**config.mk**
```make
export PLATFORM = sky130hd
export DESIGN_NAME = wb_na_mem_bridge
export DESIGN_NICKNAME = d
export VERILOG_FILES = /design/src/rtl/wb_na_mem_bridge.sv
export SDC_FILE = /design/constraint.sdc
export NUM_CORES = 1
export LEC_CHECK = 0
export BUFFER_PORTS_ARGS = -buffer_cell sky130_fd_sc_hd__buf_4
export CAP_MARGIN = 20
export CORE_AREA = 2 2 117 119
export DETAILED_ROUTE_END_ITERATION = 6
export DIE_AREA = 0 0 119 121
export GPL_ROUTABILITY_DRIVEN = 0
export GPL_TIMING_DRIVEN = 0
export PLACE_DENSITY_LB_ADDON = 0.05
export SLEW_MARGIN = 40
export SYNTH_ARGS = -nofsm -noshare
export SYNTH_HDL_FRONTEND = slang
export SYNTH_SLANG_ARGS = --single-unit
```
**constraint.sdc**
```tcl
create_clock -name clk -period 2.32 [get_ports clk]
set_input_delay 0 -clock clk [delete_from_list [all_inputs] [get_ports clk]]
set_output_delay 0 -clock clk [all_outputs]
set_load 0.005 [all_outputs]
```
**src/rtl/wb_na_mem_bridge.sv**
```systemverilog
`default_nettype none
// ============================================================================
// Module   : wb_na_mem_bridge
// Purpose  : Registered Wishbone bridge from the tile network adapter master
//            port to the tile data-memory RAM slave. One register stage in
//            each direction. Out-of-window accesses get a bus error. Hung
//            slave transfers are aborted with a timeout error. Saturating
//            error counters are kept for debug.
// Ports    : clk, rst (sync, active-low)
//            m_*  : upstream Wishbone slave side (from the NA master)
//            s_*  : downstream Wishbone master side (to the RAM)
//            range_err_cnt_o / timeout_cnt_o : saturating error counters
//            busy_o : high whenever the bridge is not idle
// Revision : 1.0 - initial release
// ============================================================================
module wb_na_mem_bridge #(
    parameter logic [31:0] ADDR_BASE = 32'h0000_0000,
    parameter logic [31:0] ADDR_SIZE = 32'h0001_0000,
    parameter int          TIMEOUT   = 255,
    parameter int          CNT_WIDTH = 8
) (
    input  logic                 clk,
    input  logic                 rst,
    // upstream (NA master)
    input  logic [31:0]          m_adr_i,
    input  logic [31:0]          m_dat_i,
    input  logic [3:0]           m_sel_i,
    input  logic                 m_we_i,
    input  logic                 m_cyc_i,
    input  logic                 m_stb_i,
    output logic [31:0]          m_dat_o,
    output logic                 m_ack_o,
    output logic                 m_err_o,
    // downstream (RAM slave)
    output logic [31:0]          s_adr_o,
    output logic [31:0]          s_dat_o,
    output logic [3:0]           s_sel_o,
    output logic                 s_we_o,
    output logic                 s_cyc_o,
    output logic                 s_stb_o,
    input  logic [31:0]          s_dat_i,
    input  logic                 s_ack_i,
    input  logic                 s_err_i,
    // debug
    output logic [CNT_WIDTH-1:0] range_err_cnt_o,
    output logic [CNT_WIDTH-1:0] timeout_cnt_o,
    output logic                 busy_o
);

    typedef enum logic [1:0] {
        IDLE = 2'd0,
        REQ  = 2'd1,
        RESP = 2'd2
    } state_t;

    // Last wait-count value on which the slave may still answer.
    localparam logic [15:0]          TO_LAST = 16'(TIMEOUT - 1);
    localparam logic [CNT_WIDTH-1:0] CNT_MAX = '1;
    localparam logic [CNT_WIDTH-1:0] CNT_ONE = CNT_WIDTH'(1);

    state_t      state;
    logic [15:0] wait_cnt;
    logic        resp_pend;   // a slave-side response is waiting to go upstream
    logic        resp_err;
    logic [31:0] resp_dat;

    // Window check done as a 33-bit subtraction: a borrow means the address
    // lies below the base, and the low 32 bits are the window offset.
    logic [32:0] adr_diff;
    logic        in_window;
    logic        req_new;

    assign adr_diff  = {1'b0, m_adr_i} - {1'b0, ADDR_BASE};
    assign in_window = ~adr_diff[32] && (adr_diff[31:0] < ADDR_SIZE);

    // While a response pulse is on the bus the master still shows the request
    // it is being answered for; it must not start a second transfer.
    assign req_new = m_cyc_i & m_stb_i & ~m_ack_o & ~m_err_o;

    always_ff @(posedge clk) begin
        if (!rst) begin
            state           <= IDLE;
            wait_cnt        <= '0;
            resp_pend       <= 1'b0;
            resp_err        <= 1'b0;
            resp_dat        <= '0;
            m_dat_o         <= '0;
            m_ack_o         <= 1'b0;
            m_err_o         <= 1'b0;
            s_adr_o         <= '0;
            s_dat_o         <= '0;
            s_sel_o         <= '0;
            s_we_o          <= 1'b0;
            s_cyc_o         <= 1'b0;
            s_stb_o         <= 1'b0;
            range_err_cnt_o <= '0;
            timeout_cnt_o   <= '0;
            busy_o          <= 1'b0;
        end else begin
            // Upstream response lines are single-cycle pulses.
            m_ack_o <= 1'b0;
            m_err_o <= 1'b0;
            m_dat_o <= '0;

            case (state)
                IDLE: begin
                    if (req_new) begin
                        s_adr_o <= adr_diff[31:0];
                        s_dat_o <= m_dat_i;
                        s_sel_o <= m_sel_i;
                        s_we_o  <= m_we_i;
                        busy_o  <= 1'b1;
                        if (in_window) begin
                            s_cyc_o  <= 1'b1;
                            s_stb_o  <= 1'b1;
                            wait_cnt <= '0;
                            state    <= REQ;
                        end else begin
                            // Range error is answered immediately; RESP only
                            // covers the pulse cycle.
                            m_err_o   <= 1'b1;
                            resp_pend <= 1'b0;
                            state     <= RESP;
                            if (range_err_cnt_o != CNT_MAX)
                                range_err_cnt_o <= range_err_cnt_o + CNT_ONE;
                        end
                    end
                end

                REQ: begin
                    wait_cnt <= wait_cnt + 16'd1;
                    // Priority: master abort > slave error > slave ack > timeout.
                    if (!m_cyc_i) begin
                        s_cyc_o <= 1'b0;
                        s_stb_o <= 1'b0;
                        busy_o  <= 1'b0;
                        state   <= IDLE;
                    end else if (s_err_i) begin
                        s_cyc_o   <= 1'b0;
                        s_stb_o   <= 1'b0;
                        resp_pend <= 1'b1;
                        resp_err  <= 1'b1;
                        resp_dat  <= '0;
                        state     <= RESP;
                    end else if (s_ack_i) begin
                        s_cyc_o   <= 1'b0;
                        s_stb_o   <= 1'b0;
                        resp_pend <= 1'b1;
                        resp_err  <= 1'b0;
                        resp_dat  <= s_we_o ? 32'h0 : s_dat_i;
                        state     <= RESP;
                    end else if (wait_cnt == TO_LAST) begin
                        s_cyc_o   <= 1'b0;
                        s_stb_o   <= 1'b0;
                        resp_pend <= 1'b1;
                        resp_err  <= 1'b1;
                        resp_dat  <= '0;
                        state     <= RESP;
                        if (timeout_cnt_o != CNT_MAX)
                            timeout_cnt_o <= timeout_cnt_o + CNT_ONE;
                    end
                end

                RESP: begin
                    if (resp_pend) begin
                        m_ack_o <= ~resp_err;
                        m_err_o <= resp_err;
                        m_dat_o <= resp_err ? 32'h0 : resp_dat;
                    end
                    resp_pend <= 1'b0;
                    busy_o    <= 1'b0;
                    state     <= IDLE;
                end

                default: begin
                    s_cyc_o <= 1'b0;
                    s_stb_o <= 1'b0;
                    busy_o  <= 1'b0;
                    state   <= IDLE;
                end
            endcase
        end
    end

endmodule
`default_nettype wire

```
==> results.md <==
- Clock slew at reported path FFs: approximately 0.060 ns
- Clock root buffer: clkbuf_16
- Post-Route M1 WL: 8.01 mm
- DR vias/cell: 5.04
- Max-cap violation count: 0
- Crit path time final: 2.14 ns
- Area Overhead vs Synth: 54.9%
- Total Routing Usage GR: 25.8%
- Primary FF master, synth: dfxtp_1
- Asr flop ratio synth: 0%
- Met3 WL: ~1.2 mm
- Die area: 0.0144 sq mm
- Cell area after layout: approximately 0.010 sq mm
- Die height: 121 um
- Fmax: 466 MHz
- N_diodes: 0
- Final Power: ~0.0067 W
- Antenna-violating nets left: 0
- Vias in the first global route: 5908
- Placed inst area: 0.00842 sq mm
- Grt ovf: 0
- Ports: about 230
- Data required time of the worst path: around 2.7 ns
- Clock Skew: 0.00970 ns
- Mapped Cells: 748
- CP Class: reg -> reg
- H-tree depth: 4
- Yosys warning count: 0
- Synthesized flop and latch total: around 170
- Wire per inst: 14.7 um
- Placed Cells: 1151
- Fillers: 912
- Uppermost layer routed: met4
- Largest stage delay, worst path: 0.40 ns
- Metal2 WL: 9.15 mm
- EDFF count, synth: 0
- WHS: approximately 0.023 ns
- Worst EP arrival: 2.49 ns
- PD cells: 662 mW/mm^2
- Critical-path maximum fanout: 10
- Largest net degree at the start of global routing: 17
- Pin slew with the least headroom to its limit: roughly 0.68 ns
- Outcome: finished clean
- Layout Cells excl Fill: roughly 1.3k
- Die width: 119 um
- Commonest non-fill, non-tap cell in the layout: buf_4
- Post-synthesis sequential area ratio: about 53%
- Port-buffer cells: 227
- Final period util: 92.4%
- Fin nets: between 1k and 1.5k
- Synth Net Count: 862
- Leak: 4.17 nW
- Setup Viol. Count Final: 0
- Crit-path slowest cell: dfxtp_1
- Initial drt markers: 370
- CTS buffer count: 17
- Dpl hpwl: between 10 and 15 mm
- Initial antenna violation count: 0
- RSZ-0062 raised after global routing: no
- Via count: approximately 6.5k
- Most frequent cells in the layout: buf_4, nand2_1, dfxtp_1, dlygate4sd3_1, a21oi_1
- Core area: 0.0131 sq mm
- Num Clock Sinks: around 170
- Proportion of layout cells with a drive suffix above 1: 27.1%
- Endpoint type of the worst setup path: flop
- Worst hold path class: in -> reg
- Syn avg cell area: 8.69 sq um
- Starting density of the core: 49.7%
- FP Rows: 42
- CP startpoint kind: flop
- Final hold viol count: 0
- Cell Chain, Critical Path: inv_1 -> ha_1 -> and4b_1 -> and4_4 -> buf_8 -> o311ai_4 -> buf_4 -> buf_2 -> nand3_1 -> o21ai_0
- WL final: 18.9 mm
- First-pass iteration count of the detailed router: 4
- Peak VDD IR: 0.000548 V
- Netlist Area Pre-Place: between 0.006 and 0.007 sq mm
- Hold path cells: 3
- Final core utilization: between 70% and 80%
- Post-route DRC: 0
- First-pass GRT wire length: 29.5 mm
- CTS tree: built
- Unique cell type count in the Yosys netlist: 50
- Clk buf depth: 2
- FF-to-FF path depth: 10
- Count of pins over their slew limit: 0
- Max-slew headroom: ~55%
- Worst-skew pair later-pin latency: 0.43 ns
## worst max-delay path: cells and delay by family (launching register included)
kind,cells,cell delay [ns]
DFF,1,0.40
AOI/OAI and AO/OA,2,0.39
adders and majority gates,1,0.19
buffers and inverters,4,0.61
and+or+nand+nor,3,0.46
## kinds of logic (layout without fill, tap and decap cells)
family	count (synthesis)	in the layout	share of synthesized area, %
compound gates	130	130	11.4
mux	5	5	0.770
xor+xnor	20	20	2.70
flops	173	173	53.3
fa+ha+maj	7	7	1.35
buf+inv	55	416	4.06
simple gates	358	358	26.4
## per-stage QoR
stage	setup WS, ns	setup TNS (ns)
after floorplan	0.439	0
after global placement	-0.00182	-0.00182
after detailed placement	-0.0250	-0.202
after CTS	0.0419	0
after global routing	0.0502	0
final	0.176	0
## cell usage after synthesis, types with 2 or more instances
| cell | number | area share, % |
|---|---|---|
| and2_1 | 34 | 3.3 |
| inv_1 | 4 | 0.23 |
| xnor2_1 | 16 | 2.2 |
| mux2i_1 | 5 | 0.77 |
| nand3_1 | 41 | 3.2 |
| nor2_1 | 33 | 1.9 |
| or4_1 | 5 | 0.58 |
| dfxtp_1 | 173 | 53 |
| nand2_1 | 189 | 11 |
| nand2b_1 | 5 | 0.48 |
| o21ai_1 | 9 | 0.69 |
| and4_4 | 2 | 0.35 |
| clkbuf_8 | 2 | 0.42 |
| nor3_1 | 8 | 0.62 |
| o211ai_1 | 2 | 0.23 |
| nand4_1 | 15 | 1.4 |
| buf_2 | 17 | 1.3 |
| o21ai_0 | 25 | 1.9 |
| nor4_2 | 4 | 0.77 |
| a211oi_1 | 4 | 0.46 |
| nor4b_1 | 3 | 0.40 |
| clkbuf_1 | 28 | 1.6 |
| and4_1 | 3 | 0.40 |
| a21oi_1 | 76 | 5.9 |
| nor4_1 | 8 | 0.77 |
| xor2_1 | 4 | 0.54 |
| ha_1 | 7 | 1.3 |
| o31ai_1 | 4 | 0.46 |
## flip-flops by register name (all words and copies together) (netlist names), 4 cells and up
name             cells
s_adr_o             32
wait_cnt            16
range_err_cnt_o      8
s_sel_o              4
m_dat_o             32
s_dat_o             32
timeout_cnt_o        8
resp_dat            32
## layer usage
| layer | track usage [%] | vias to the layer above |
|---|---|---|
| li1 | - | 3224 |
| met4 | 11.2 | 0 |
| met1 | 31.0 | 3006 |
| met5 | 0 | - |
| met3 | 7.00 | 41 |
| met2 | 43.5 | 205 |
## worst paths after layout
check,from,to,slack [ns]
worst min register to register,resp_dat[4]$_SDFFE_PN0P_,m_dat_o[4]$_SDFF_PP0_,0.45
worst max register to register,wait_cnt[0]$_SDFFE_PN0P_,resp_dat[20]$_SDFFE_PN0P_,0.18
worst max-delay path,wait_cnt[0]$_SDFFE_PN0P_,resp_dat[20]$_SDFFE_PN0P_,0.18
worst min-delay path,s_ack_i,resp_err$_SDFFE_PN0P_,0.02
## area by class of cell
cell class	count	area [sq um]	share of cell area, %
multi-input cells	520	2790	27.7
clock buffers	23	488	4.85
flip-flops and latches	173	3460	34.4
inverters	5	18.8	0.186
repair buffers	331	2740	27.2
well taps	176	220	2.19
plain buffers	48	240	2.39
clock inverters	9	110	1.09
## repair_timing
action / 4_1_cts / 5_1_grt
hold buffers: 102 / 0
resized for setup: 1 / 6
setup endpoints to repair: 10 / 44
buffers inserted: 0 / 2
pin swaps: 0 / 1
cloned: 0 / 0
hold endpoints to repair: 102 / 0
## report_power, final
part           internal [W]  total (W)  switching (W)
registers           0.00304    0.00309      0.0000430
clock network       0.00170    0.00284        0.00113
logic              0.000399   0.000736       0.000337
total               0.00515    0.00666        0.00151
No activity file was read; power rests on OpenSTA's default activity.
